===== config.mk =====
export PLATFORM = sky130hd
export DESIGN_NAME = riscv_dmem_arbiter
export DESIGN_NICKNAME = d
export VERILOG_FILES = /design/src/rtl/riscv_dmem_arbiter.sv
export SDC_FILE = /design/constraint.sdc
export NUM_CORES = 1
export LEC_CHECK = 0
export CORE_AREA = 2 2 149 151
export CTS_BUF_LIST = sky130_fd_sc_hd__clkbuf_2
export DETAILED_ROUTE_END_ITERATION = 10
export DIE_AREA = 0 0 151 153
export GPL_TIMING_DRIVEN = 0
export SLEW_MARGIN = 20
export SYNTH_ARGS = -nofsm -noshare
export SYNTH_HDL_FRONTEND = slang
export SYNTH_SLANG_ARGS = --single-unit

===== constraint.sdc =====
create_clock -name clk_i -period 7.3 [get_ports clk_i]
set_input_delay 1.46 -clock clk_i [delete_from_list [all_inputs] [get_ports clk_i]]
set_output_delay 1.46 -clock clk_i [all_outputs]
set_load 0.03 [all_outputs]

===== src/rtl/riscv_dmem_arbiter.sv =====
// Two-master arbiter in front of the dcache port: round-robin grant that locks onto a
// presented-but-not-taken request, with an in-order owner FIFO that steers responses back.
module riscv_dmem_arbiter #(
    parameter int OUTSTANDING_DEPTH = 4
) (
    input  logic        clk_i,
    input  logic        rst_ni,

    input  logic [31:0] m0_addr_i,
    input  logic [31:0] m0_data_wr_i,
    input  logic        m0_rd_i,
    input  logic [3:0]  m0_wr_i,
    input  logic        m0_cacheable_i,
    input  logic [10:0] m0_req_tag_i,
    input  logic        m0_invalidate_i,
    input  logic        m0_flush_i,
    output logic        m0_accept_o,
    output logic        m0_ack_o,
    output logic        m0_error_o,
    output logic [31:0] m0_data_rd_o,
    output logic [10:0] m0_resp_tag_o,

    input  logic [31:0] m1_addr_i,
    input  logic [31:0] m1_data_wr_i,
    input  logic        m1_rd_i,
    input  logic [3:0]  m1_wr_i,
    input  logic        m1_cacheable_i,
    input  logic [10:0] m1_req_tag_i,
    input  logic        m1_invalidate_i,
    input  logic        m1_flush_i,
    output logic        m1_accept_o,
    output logic        m1_ack_o,
    output logic        m1_error_o,
    output logic [31:0] m1_data_rd_o,
    output logic [10:0] m1_resp_tag_o,

    output logic [31:0] mem_addr_o,
    output logic [31:0] mem_data_wr_o,
    output logic        mem_rd_o,
    output logic [3:0]  mem_wr_o,
    output logic        mem_cacheable_o,
    output logic [10:0] mem_req_tag_o,
    output logic        mem_invalidate_o,
    output logic        mem_flush_o,
    input  logic        mem_accept_i,
    input  logic        mem_ack_i,
    input  logic        mem_error_i,
    input  logic [31:0] mem_data_rd_i,
    input  logic [10:0] mem_resp_tag_i,

    output logic        err_orphan_o
);

    localparam int PTR_W = (OUTSTANDING_DEPTH > 1) ? $clog2(OUTSTANDING_DEPTH) : 1;
    localparam int CNT_W = PTR_W + 1;
    localparam logic [CNT_W-1:0] FULL_COUNT = CNT_W'(OUTSTANDING_DEPTH);

    logic [31:0] addr_arr  [2];
    logic [31:0] wdata_arr [2];
    logic        rd_arr    [2];
    logic [3:0]  wr_arr    [2];
    logic        cache_arr [2];
    logic [10:0] tag_arr   [2];
    logic        inv_arr   [2];
    logic        flush_arr [2];
    logic [1:0]  req_vec;

    assign addr_arr[0]  = m0_addr_i;       assign addr_arr[1]  = m1_addr_i;
    assign wdata_arr[0] = m0_data_wr_i;    assign wdata_arr[1] = m1_data_wr_i;
    assign rd_arr[0]    = m0_rd_i;         assign rd_arr[1]    = m1_rd_i;
    assign wr_arr[0]    = m0_wr_i;         assign wr_arr[1]    = m1_wr_i;
    assign cache_arr[0] = m0_cacheable_i;  assign cache_arr[1] = m1_cacheable_i;
    assign tag_arr[0]   = m0_req_tag_i;    assign tag_arr[1]   = m1_req_tag_i;
    assign inv_arr[0]   = m0_invalidate_i; assign inv_arr[1]   = m1_invalidate_i;
    assign flush_arr[0] = m0_flush_i;      assign flush_arr[1] = m1_flush_i;

    logic             lock_vld_reg;
    logic             lock_id_reg;
    logic             rr_reg;
    logic             orphan_reg;
    logic [PTR_W-1:0] wr_ptr_reg;
    logic [PTR_W-1:0] rd_ptr_reg;
    logic [CNT_W-1:0] count_reg;
    logic [CNT_W-1:0] count_next;
    logic             fifo_mem [OUTSTANDING_DEPTH];

    logic grant_vld;
    logic grant_id;
    logic fifo_full;
    logic fifo_empty;
    logic strobe_en;
    logic take;
    logic pop;
    logic orphan;
    logic head_id;

    logic [1:0]  accept_vec;
    logic [1:0]  ack_vec;
    logic [1:0]  err_vec;
    logic [31:0] rdata_vec [2];
    logic [10:0] rtag_vec  [2];

    generate
        for (genvar gi = 0; gi < 2; gi++) begin : g_master
            assign req_vec[gi]    = rd_arr[gi] | (|wr_arr[gi]) | inv_arr[gi] | flush_arr[gi];
            assign accept_vec[gi] = take & (grant_id == 1'(gi));
            assign ack_vec[gi]    = pop & (head_id == 1'(gi));
            assign err_vec[gi]    = ack_vec[gi] & mem_error_i;
            assign rdata_vec[gi]  = ack_vec[gi] ? mem_data_rd_i : 32'd0;
            assign rtag_vec[gi]   = ack_vec[gi] ? mem_resp_tag_i : 11'd0;
        end
    endgenerate

    // A presented request holds the grant until the dcache takes it.
    always_comb begin
        grant_vld = 1'b0;
        grant_id  = 1'b0;
        if (lock_vld_reg) begin
            grant_vld = 1'b1;
            grant_id  = lock_id_reg;
        end else if (&req_vec) begin
            grant_vld = 1'b1;
            grant_id  = rr_reg;
        end else if (req_vec[0]) begin
            grant_vld = 1'b1;
            grant_id  = 1'b0;
        end else if (req_vec[1]) begin
            grant_vld = 1'b1;
            grant_id  = 1'b1;
        end
    end

    assign fifo_full  = (count_reg == FULL_COUNT);
    assign fifo_empty = (count_reg == '0);
    assign strobe_en  = grant_vld & ~fifo_full & rst_ni;
    assign take       = strobe_en & mem_accept_i;
    assign pop        = rst_ni & mem_ack_i & ~fifo_empty;
    assign orphan     = mem_ack_i & fifo_empty;
    assign head_id    = fifo_mem[rd_ptr_reg];

    assign mem_addr_o       = grant_vld ? addr_arr[grant_id]  : 32'd0;
    assign mem_data_wr_o    = grant_vld ? wdata_arr[grant_id] : 32'd0;
    assign mem_cacheable_o  = grant_vld & cache_arr[grant_id];
    assign mem_req_tag_o    = grant_vld ? tag_arr[grant_id]   : 11'd0;
    assign mem_rd_o         = strobe_en & rd_arr[grant_id];
    assign mem_wr_o         = strobe_en ? wr_arr[grant_id]    : 4'd0;
    assign mem_invalidate_o = strobe_en & inv_arr[grant_id];
    assign mem_flush_o      = strobe_en & flush_arr[grant_id];

    assign m0_accept_o   = accept_vec[0];
    assign m0_ack_o      = ack_vec[0];
    assign m0_error_o    = err_vec[0];
    assign m0_data_rd_o  = rdata_vec[0];
    assign m0_resp_tag_o = rtag_vec[0];
    assign m1_accept_o   = accept_vec[1];
    assign m1_ack_o      = ack_vec[1];
    assign m1_error_o    = err_vec[1];
    assign m1_data_rd_o  = rdata_vec[1];
    assign m1_resp_tag_o = rtag_vec[1];
    assign err_orphan_o  = orphan_reg;

    always_comb begin
        count_next = count_reg;
        if (take && !pop) begin
            count_next = count_reg + CNT_W'(1);
        end else if (!take && pop) begin
            count_next = count_reg - CNT_W'(1);
        end
    end

    always_ff @(posedge clk_i) begin
        if (!rst_ni) begin
            wr_ptr_reg   <= '0;
            rd_ptr_reg   <= '0;
            count_reg    <= '0;
            rr_reg       <= 1'b0;
            lock_vld_reg <= 1'b0;
            lock_id_reg  <= 1'b0;
            orphan_reg   <= 1'b0;
        end else begin
            count_reg <= count_next;
            if (take) begin
                wr_ptr_reg <= wr_ptr_reg + PTR_W'(1);
            end
            if (pop) begin
                rd_ptr_reg <= rd_ptr_reg + PTR_W'(1);
            end
            if (take) begin
                lock_vld_reg <= 1'b0;
                rr_reg       <= ~grant_id;
            end else if (grant_vld) begin
                lock_vld_reg <= 1'b1;
                lock_id_reg  <= grant_id;
            end
            if (orphan) begin
                orphan_reg <= 1'b1;
            end
        end
    end

    // Owner storage needs no reset: the pointers and count define validity.
    always_ff @(posedge clk_i) begin
        if (take) begin
            fifo_mem[wr_ptr_reg] <= grant_id;
        end
    end

endmodule


## After elaboration in Yosys (flattened, before gate mapping)

Memories as Yosys holds them, arrays and structs flattened. A register that Yosys moved wholly into a read port is not among the register bits.
Index checks and enable logic that the tools add are counted.

- Muxes and demuxes: 45
- Equality and inequality tests: 1
- Add/subtract/negate cells: 4
- Reduce and logical (&&, ||, !) cells: 11
- Magnitude comparators: 1
- Bitwise operators: 29

Operators with widths:

| cell | count |
|---|---|
| 32-bit 2-to-1 mux | 10 |
| 11-bit 2-to-1 mux | 6 |
| 1-bit 2-to-1 mux | 21 |
| 1-bit AND | 16 |
| 4-bit 2-to-1 mux | 4 |
| 4-bit OR reduction | 2 |
| 3-bit 2-to-1 mux | 2 |
| 1-bit NOT | 6 |
| 1-bit OR | 6 |
| 2-bit by 1-bit adder with 2-bit output (second input constant) | 2 |
| 2-bit 2-to-1 mux | 2 |
| 2-bit AND reduction | 2 |
| 3-bit by 1-bit adder with 3-bit output (second input constant) | 1 |
| 3-bit equality test (second input constant) | 1 |
| 3-bit zero test | 1 |
| 3-bit by 1-bit subtractor with 3-bit output (second input constant) | 1 |
| 2-bit greater-or-equal comparator (second input constant) | 1 |
| 1-bit logical AND | 2 |
| 1-bit zero test | 2 |
| 1-bit NOT with 2-bit output | 1 |
| 2-bit nonzero test | 1 |
| 2-bit OR reduction | 1 |

- Output and inout port bits: 176
- RAM bits: 4
- Logic and storage cells: 99
- Register bits after elaboration: 11
- Memories kept: 1

Memory list:

| name | words | bits a word | read ports | clocked after Yosys merged registers in | wr ports | line | text |
|---|---|---|---|---|---|---|---|
| fifo_mem | 4 | 1 | 1 | 1 | 1 | 85 | `logic fifo_mem [OUTSTANDING_DEPTH];` |

## Logic depth before layout (Yosys ltp)

Gate-level depths: netlist of the first run.

- Word-level depth: 15
- Mapped depth: 11
- Mapped depth without buffers: 10

## Least setup slack after synthesis of the first run

Ideal clock, no wire load.

- Path kind: input port to output port
- Start: in m1_invalidate_i
- End: out mem_addr_o[0]
- Stages on the path: 6
- Data arrival time: 3100 ps
- Path slack: 2740 ps
- Required time: 5840 ps
- Cells stage by stage: nor4_2 nand3b_1 and2_4 buf_6 clkbuf_2 o21ai_0

- Longest elaborated chain between the ends: 11

Ends and longest elaborated chain:

| what | line | text |
|---|---|---|
| start: declaration | 29 | `input logic m1_invalidate_i,` |
| 1-bit OR (*) (2 in a row) | 105 | `assign req_vec[gi] = rd_arr[gi] \| (\|wr_arr[gi]) \| inv_arr[gi] \| flush_arr[gi];` |
| 1-bit 2-to-1 mux | 127 | `end else if (req_vec[1]) begin` |
| 1-bit 2-to-1 mux | 124 | `end else if (req_vec[0]) begin` |
| 1-bit 2-to-1 mux | 121 | `end else if (&req_vec) begin` |
| 1-bit 2-to-1 mux | 118 | `if (lock_vld_reg) begin` |
| 1-bit NOT with 2-bit output (implied by the code) | 141 | `assign mem_addr_o = grant_vld ? addr_arr[grant_id] : 32'd0;` |
| 32-bit 2-to-1 mux (implied by the code) (3 in a row) | 141 |  |
| 32-bit 2-to-1 mux (*) | 141 |  |
| end: declaration | 37 | `output logic [31:0] mem_addr_o,` |

Mark *: on every way between the ends. The rest lies on a longest branch, timed or not. The select of a mux whose other input is x is not followed.

## Final worst setup path of the first run

- Start: in m1_invalidate_i
- End: out mem_wr_o[2]

- Longest elaborated chain between the ends: 11

Ends and longest elaborated chain:

| what | line | text |
|---|---|---|
| 1-bit OR (*) (2 in a row) | 105 |  |
| 1-bit 2-to-1 mux | 127 |  |
| 1-bit 2-to-1 mux | 124 |  |
| 1-bit 2-to-1 mux | 121 |  |
| 1-bit 2-to-1 mux | 118 |  |
| 1-bit NOT with 2-bit output (implied by the code) | 146 | `assign mem_wr_o = strobe_en ? wr_arr[grant_id] : 4'd0;` |
| 4-bit 2-to-1 mux (implied by the code) (3 in a row) | 146 |  |
| 4-bit 2-to-1 mux (*) | 146 |  |
| end: declaration | 40 | `output logic [3:0] mem_wr_o,` |

Marks and branches as above.

==> results of run 1 <==
[cell families after synthesis]
kind of cell | count (synthesis) | share of synthesized area (%)
xor gates and xnor gates | 4 | 1.20
DFF | 17 | 13.0
and+or+nand+nor | 291 | 51.7
muxes | 4 | 1.79
adders and majority gates | 6 | 2.82
buffers and inverters | 52 | 8.37
AOI/OAI and AO/OA | 95 | 21.1
[layer usage]
metal / vias to the layer above / global-route usage (%)
li1: 2372 / -
met5: - / 0
met2: 262 / 28.3
met4: 0 / 1.65
met3: 10 / 4.66
met1: 2108 / 13.8
[stage by stage]
step	power [W]	setup slack [ns]	hold WS (ns)	instances
6_report	0.00115	1.32	0.520	1144
5_1_grt	0.00123	1.13	0.551	1142
4_1_cts	0.00116	1.25	0.516	1142
3_5_place_dp	0.00112	1.26	0.489	1138
3_3_place_gp	0.00112	1.23	0.479	1138
2_1_floorplan	0.000663	2.74	0.469	469
[cell usage in the layout, fill, tap and decap left out, types with 2 or more instances in the layout]
cell type        netlist  routed
xor2_1                 2       2
o21ai_2               23      23
a21oi_1                5       5
o21ai_0               57      57
ha_1                   5       5
buf_6                  5       5
clkdlybuf4s50_1        0     389
nand2_1               94      94
nor3_1                 2       2
buf_2                  5       5
nor2b_1                4       4
nor2_1                 3       3
clkbuf_2               5       8
clkbuf_1              31      31
nand3_1               78      78
edfxtp_1               4       4
o22ai_2                4       4
diode_2                0       2
inv_1                  5       5
mux2i_1                3       3
dfxtp_1               13      13
nor4_2                 2       2
and2_1               100     100
xnor2_1                2       2
[worst paths after layout]
kind,start,endpoint
worst max-delay path,m1_invalidate_i,mem_wr_o[2]
worst min-delay path,wr_ptr_reg[1],wr_ptr_reg[1]
worst max register to register,lock_vld_reg,count_reg[2]
worst min register to register,wr_ptr_reg[1],wr_ptr_reg[1]
[power by group]
part	internal [W]	total (W)	switching, W
Clock	0.0000124	0.0000423	0.0000299
Combinational	0.000438	0.000973	0.000536
Sequential	0.000116	0.000134	0.0000185
[final cells by class]
class	instances	area (um^2)	area share, %
Timing Repair Buffer	389	3890	54.1
Multi-Input combinational cell	400	2300	32.0
Sequential cell	17	380	5.28
Tap cell	280	350	4.87
Buffer	46	223	3.09
Inverter	6	22.5	0.313
Clock buffer	3	15.0	0.209
Clock inverter	1	5.00	0.0695
Antenna cell	2	5.00	0.0695
[critical path, delay by kind of cell]
family,cells,cell delay (ns)
AOI/OAI and AO/OA,1,0.13
buffers and inverters,3,1.51
and+or+nand+nor,3,1.41
==> results.toml, run 1 <==
[route]
firstDrtPassIters = 4
wl_met3_um = 2010
dr_wl_met2_um = 9320
viasPerCell = 4.15
drc = 0
wl_per_cell_um = 15.2
wirelength_um = 17300
antenna_left = 0
top_layer = "met4"
drt-met1-wl_um = 5870
vias = 4752
drt-initial-drc-count = 165

[clocking]
cts_tree = "done"
cts_hold_buffers = 0
cts_resized = 0
clock-root-buffer = "clkbuf_2"
cts_setup_buffers = 0
cts_buffers = 3
cts.path.max_buffers = 2
clk_latency_ns = 0.30
clk_pin_slew_worst_paths_ns = 0.16
numClockSinks = 17
htreeDepth = 1

[grt]
first_global_vias = 4662
grt_start_max_net_pins = 14
grt_use_total_pct = 14.0
overflow = 0
antenna_found_initial = 3
grt_pass1_wl_um = 25400

[synthesis]
yosys_warnings = 0
synth_seq_cells = 17
synth_nets = 689
netlist_area_mm2 = 0.00293
synth_most_common_cell = "and2_1"
syn_area_per_cell_um2 = 6.25
synthFlopType = "dfxtp_1"
synth_edf_count = 4
synth_top_area_share_pct = 21.4
seq_area_frac_synth_pct = 13.0
ys_types = 39
synth_area_leaders = "and2_1 (21%), nand3_1 (13%), nand2_1 (12%), o21ai_0 (9.7%), dfxtp_1 (8.9%)"
synth_cells = 469
synth-async-reset-ratio_pct = 0
synth_largest_area_cell = "and2_1"
synth_common_cells = "and2_1 (100), nand2_1 (94), nand3_1 (78)"

[sta]
clock_skew_ns = 0.00577
rsz0062_at_grt = "false"
setup_violations = 0
hold_viol_final = 0
fin_tns_setup_ns = 0
fin_crit_ns = 5.98
slew_violations = 0
fmax_mhz = 167
worst_pin_slew_ns = 0.698
fin_crit_sh_pct = 81.9
max_slew_margin_pct = 53.4

[floorplan]
die_h_um = 153
core_mm2 = 0.0215
rows = 54
start_util_pct = 13.6
die_area_mm2 = 0.0231
die_x_um = 151
num_io_pins = 390

[cells_and_area]
syn2layout_area_growth_pct = 146
finalNetCount = 1083
postLayoutCellArea_mm2 = 0.00720
nFillCells = 2317
drive_above_1_share_pct = 6.38
postLayoutCoreUtil_pct = 33.5

[place]
dpl_cell_area_mm2 = 0.00717
globalplace.congestion = 0.805
port_buffers = 389
place_hpwl_um = 15100

[setup_path]
reg2reg_depth = 10
slowest_delay_ns = 0.65
crit_path_max_fanout = 10
end_kind = "output pin"
cpMostUsedCell = "clkdlybuf4s50_1"
startpoint_type = "input pin"
r2r_setup_slack_ns = 4.34
critPathKind = "in -> out"
arrival_ns = 4.52
crit_chain = "clkdlybuf4s50_1, nor4_2, nand4_1, clkbuf_1, nand2_1, o22ai_1, clkdlybuf4s50_1"
crit_slowest_cell = "nand4_1"
critPathRequiredTime_ns = 5.84

[worst_hold_path]
hold_depth = 2
min_path_type = "reg -> reg"

[status]
status = "finished, final reports clean"

[pwr]
ir_drop_v = 0.0000640
p_leak_nw = 2.79
power_density_mw_per_mm2 = 160

[job]
drv_cap = 0
Note: power is estimated with default switching activity, not from simulation.
==> run 2: changes to the inputs <==
- CORE_AREA: 2 2 149 151 -> 2 2 150 152
- DIE_AREA: 0 0 151 153 -> 0 0 152 154
- clock period: 7.3 -> 5.7 ns (I/O delays scaled with it)
==> results.toml, run 2 (synthesis gave the netlist of run 1 again) <==
[route]
wl_per_cell_um = 15.7
top_layer = "met5"
wl_met3_um = 1570
drt-met1-wl_um = 6600
firstDrtPassIters = 4
drt-initial-drc-count = 176
dr_wl_met2_um = 9670
antenna_left = 0
drc = 0
viasPerCell = 4.13
vias = 4729
wirelength_um = 18000

[cells_and_area]
nFillCells = 2368
mostFrequentLayoutCells = "clkdlybuf4s50_1 (389), and2_1 (100), nand2_1 (94)"
final_common_cell = "clkdlybuf4s50_1"
drive_above_1_share_pct = 6.38
syn2layout_area_growth_pct = 146
finalNetCount = 1083
postLayoutCoreUtil_pct = 33.2

[setup_path]
reg2reg_depth = 10
crit_slowest_cell = "nand4_1"
r2r_setup_slack_ns = 2.80
critPathRequiredTime_ns = 4.56
arrival_ns = 4.28
cpMostUsedCell = "clkdlybuf4s50_1"
crit_chain = "clkdlybuf4s50_1, nor4_2, nand4_1, clkbuf_1, nand2_1, o22ai_2, clkdlybuf4s50_1"
slowest_delay_ns = 0.65
r2r-end = "count_reg[2]"
crit_path_max_fanout = 10
critPathKind = "in -> out"
end_kind = "output pin"
startpoint_type = "input pin"
rr_startpoint = "lock_vld_reg"

[clocking]
clk_pin_slew_worst_paths_ns = 0.16
cts_hold_buffers = 0
numClockSinks = 17
htreeDepth = 1
cts_buffers = 3
clock-root-buffer = "clkbuf_2"
cts_tree = "done"
cts.path.max_buffers = 2
cts_setup_buffers = 0
cts_resized = 0
clk_latency_ns = 0.30

[floorplan]
die_x_um = 152
rows = 54
num_io_pins = 390
start_util_pct = 13.5
die_area_mm2 = 0.0234
die_h_um = 154
core_mm2 = 0.0217

[sta]
worst_pin_slew_ns = 0.703
fmax_mhz = 185
max_slew_margin_pct = 53.0
clock_skew_ns = 0.00860
rsz0062_at_grt = "false"
setup_violations = 0
hold_viol_final = 0
hold_slack_ns = 0.509
fin_tns_setup_ns = 0
fin_crit_ns = 5.42
slew_violations = 0
fin_crit_sh_pct = 95.1

[grt]
antenna_found_initial = 3
overflow = 0
grt_start_max_net_pins = 14
first_global_vias = 4744
grt_use_total_pct = 14.3
grt_pass1_wl_um = 26600

[place]
place_hpwl_um = 15800
globalplace.congestion = 0.826
port_buffers = 389

[status]
status = "finished, final reports clean"

[worst_hold_path]
hold_depth = 2
hold_end = "wr_ptr_reg[1]"
hold_start = "wr_ptr_reg[1]"
min_path_type = "reg -> reg"

[pwr]
power_density_mw_per_mm2 = 205
p_leak_nw = 2.79
ir_drop_v = 0.0000961

[job]
drv_cap = 0
run 2: cell counts in the layout (fill, tap and decap cells not counted):
Identical to the previous run, type by type.
run 2: where the power goes:
| group | switching [W] | leakage (nW) | internal, W |
|---|---|---|---|
| clock network | 0.0000389 | 0.0164 | 0.0000159 |
| registers | 0.0000231 | 0.144 | 0.000149 |
| logic | 0.000690 | 2.63 | 0.000560 |
run 2: layout make-up:
cell class,instances,area (um^2),area share (%)
flip-flops and latches,17,380,5.28
clock inverters,1,5.00,0.0695
clock buffers,3,15.0,0.209
diodes,2,5.00,0.0695
repair buffers,389,3890,54.1
plain buffers,46,223,3.09
multi-input cells,400,2300,32.0
well taps,280,350,4.87
inverters,6,22.5,0.313
run 2: critical path, delay by kind of cell:
family | cells | cell delay [ns]
AOI/OAI and AO/OA | 1 | 0.13
buffers and inverters | 3 | 1.59
and+or+nand+nor | 3 | 1.42
run 2: routing by layer:
layer / vias up / GRT usage (%)
li1: 2368 / -
met1: 2097 / 14.0
met2: 250 / 29.0
met3: 12 / 4.96
met4: 2 / 1.91
met5: - / 0
run 2: through the flow:
stage	power [W]	worst slack, ns	instance area [um^2]	instances
floorplan	0.000849	1.78	2930	469
CTS	0.00149	0.173	7190	1142
detailed placement	0.00143	0.182	7170	1138
finish	0.00148	0.282	7200	1144
global route	0.00156	0.0902	7190	1142
global placement	0.00143	0.178	7170	1138
run 2: how the worst max path moves through the flow:
stage	from	to	slack [ns]	cells past startpoint
global placement	m1_invalidate_i	mem_wr_o[3]	0.18	7
floorplan	m1_invalidate_i	mem_addr_o[0]	1.78	6
CTS	m1_invalidate_i	mem_wr_o[2]	0.17	7
global route	m1_invalidate_i	mem_wr_o[3]	0.09	7
detailed placement	m1_invalidate_i	mem_wr_o[2]	0.18	7
finish	m1_invalidate_i	mem_wr_o[3]	0.28	7
==> run 3: changes to the inputs <==
- CELL_PAD_IN_SITES_DETAIL_PLACEMENT: default -> 1
- CELL_PAD_IN_SITES_GLOBAL_PLACEMENT: default -> 1
- CORE_AREA: 2 2 150 152 -> 2 2 152 154
- DIE_AREA: 0 0 152 154 -> 0 0 154 156
- PLACE_DENSITY_LB_ADDON: default -> 0.1
==> results.toml, run 3 (synthesis gave the netlist of run 1 again) <==
[setup_path]
crit_buf_inv = 3
slowest_delay_ns = 0.65
crit_family = "buffers and inverters"
end_kind = "output pin"
r2r_setup_slack_ns = 2.82
startpoint_type = "input pin"
crit_slowest_cell = "clkdlybuf4s50_1"
arrival_ns = 4.09
crit_chain = "clkdlybuf4s50_1, nor4_2, nand4_1, clkbuf_1, nand2_1, o22ai_2, clkdlybuf4s50_1"
cpMostUsedCell = "clkdlybuf4s50_1"
critPathRequiredTime_ns = 4.56
critPathKind = "in -> out"
crit_path_max_fanout = 10

[place]
dpl_worst_slack_ns = 0.323
dpl_cell_area_mm2 = 0.00718
place_hpwl_um = 17600
globalplace.congestion = 0.805
dp_cells = 1143
port_buffers = 389

[cells_and_area]
postLayoutCellArea_mm2 = 0.00720
final_common_cell = "clkdlybuf4s50_1"
mostFrequentLayoutCells = "clkdlybuf4s50_1 (389), and2_1 (100), nand2_1 (94)"
multi_input_area_mm2 = 0.00230
seqCellArea_um2 = 380
syn2layout_area_growth_pct = 146
nFillCells = 2715
drive_above_1_share_pct = 6.38
stdcell_count = 1149
finalNetCount = 1083

[sta]
worst_pin_slew_ns = 0.609
rsz0062_at_grt = "false"
hold_viol_final = 0
fmax_mhz = 191
setup_ws_ns = 0.469
fin_crit_ns = 5.23
setup_violations = 0
slew_violations = 0
fin_crit_sh_pct = 91.8
max_slew_margin_pct = 59.3
fin_tns_setup_ns = 0
clock_skew_ns = 0.0156

[pwr]
power_density_mw_per_mm2 = 206
power_w = 0.00149
p_leak_nw = 2.79
ir_drop_v = 0.0000800

[route]
antenna_left = 0
drc = 0
firstDrtPassIters = 4
vias = 4819
wl_per_cell_um = 17.7
drt-initial-drc-count = 152
viasPerCell = 4.19
wirelength_um = 20400

[grt]
antenna_found_initial = 3
grt_start_max_net_pins = 14
grt_pass1_wl_um = 30500
grt_use_total_pct = 15.9
overflow = 0
first_global_vias = 5315

[clocking]
cts_setup_buffers = 0
cts_buffers = 3
clk_latency_ns = 0.28
clock-root-buffer = "clkbuf_2"
htreeDepth = 1
cts_resized = 0
clk_pin_slew_worst_paths_ns = 0.17
numClockSinks = 17
cts_tree = "done"
cts_hold_buffers = 0
cts.path.max_buffers = 2

[floorplan]
die_area_mm2 = 0.0240
num_io_pins = 390
die_h_um = 156
core_mm2 = 0.0224
rows = 55
die_x_um = 154
start_util_pct = 13.1

[worst_hold_path]
min_path_type = "reg -> reg"

[job]
drv_cap = 0

[status]
status = "finished, final reports clean"
-- run 3: changes by cell type in the layout (fill, tap and decap cells not counted), sizes merged --
cell,before,now
clkbuf,39,40
clkinv,1,0
-- run 3: final cells by class --
type / instances / area share [%]
timing repair buffer: 389 / 54.0
sequential: 17 / 5.28
multi-input combinational: 400 / 32.0
buffer: 46 / 3.09
inverter: 6 / 0.313
clock buffer: 4 / 0.278
tap: 285 / 4.95
antenna: 2 / 0.0695
-- run 3: final timing paths --
kind                                 startpoint       endpoint  cells after the start
worst min-delay path              wr_ptr_reg[1]  wr_ptr_reg[1]                      2
worst max register to register     count_reg[0]   count_reg[2]                     11
worst min register to register    wr_ptr_reg[1]  wr_ptr_reg[1]                      2
worst max-delay path            m1_invalidate_i    mem_wr_o[3]                      7
-- run 3: stage by stage --
| stage | hold WS (ns) | utilization (%) |
|---|---|---|
| 2_1_floorplan | 0.469 | - |
| 3_3_place_gp | 0.483 | 32.1 |
| 3_5_place_dp | 0.503 | 32.1 |
| 4_1_cts | 0.535 | 32.2 |
| 5_1_grt | 0.548 | 32.2 |
| 6_report | 0.523 | 32.2 |
-- run 3: tightest hold or removal path, cell delays in order, from the launching register on --
cell     delay [ns]
dfxtp_1        0.37
nand2_1        0.07
mux2i_1        0.06
-- run 3: layer usage --
layer	GRT usage (%)	wire, um
met2	33.2	11400
met5	0	0
met1	15.3	6950
met3	5.56	1860
met4	1.65	146
-- run 3: power breakdown --
group	total, W	internal, W	switching (W)
clock network	0.0000539	0.0000186	0.0000353
registers	0.000173	0.000149	0.0000242
logic	0.00126	0.000561	0.000700
total	0.00149	0.000728	0.000759
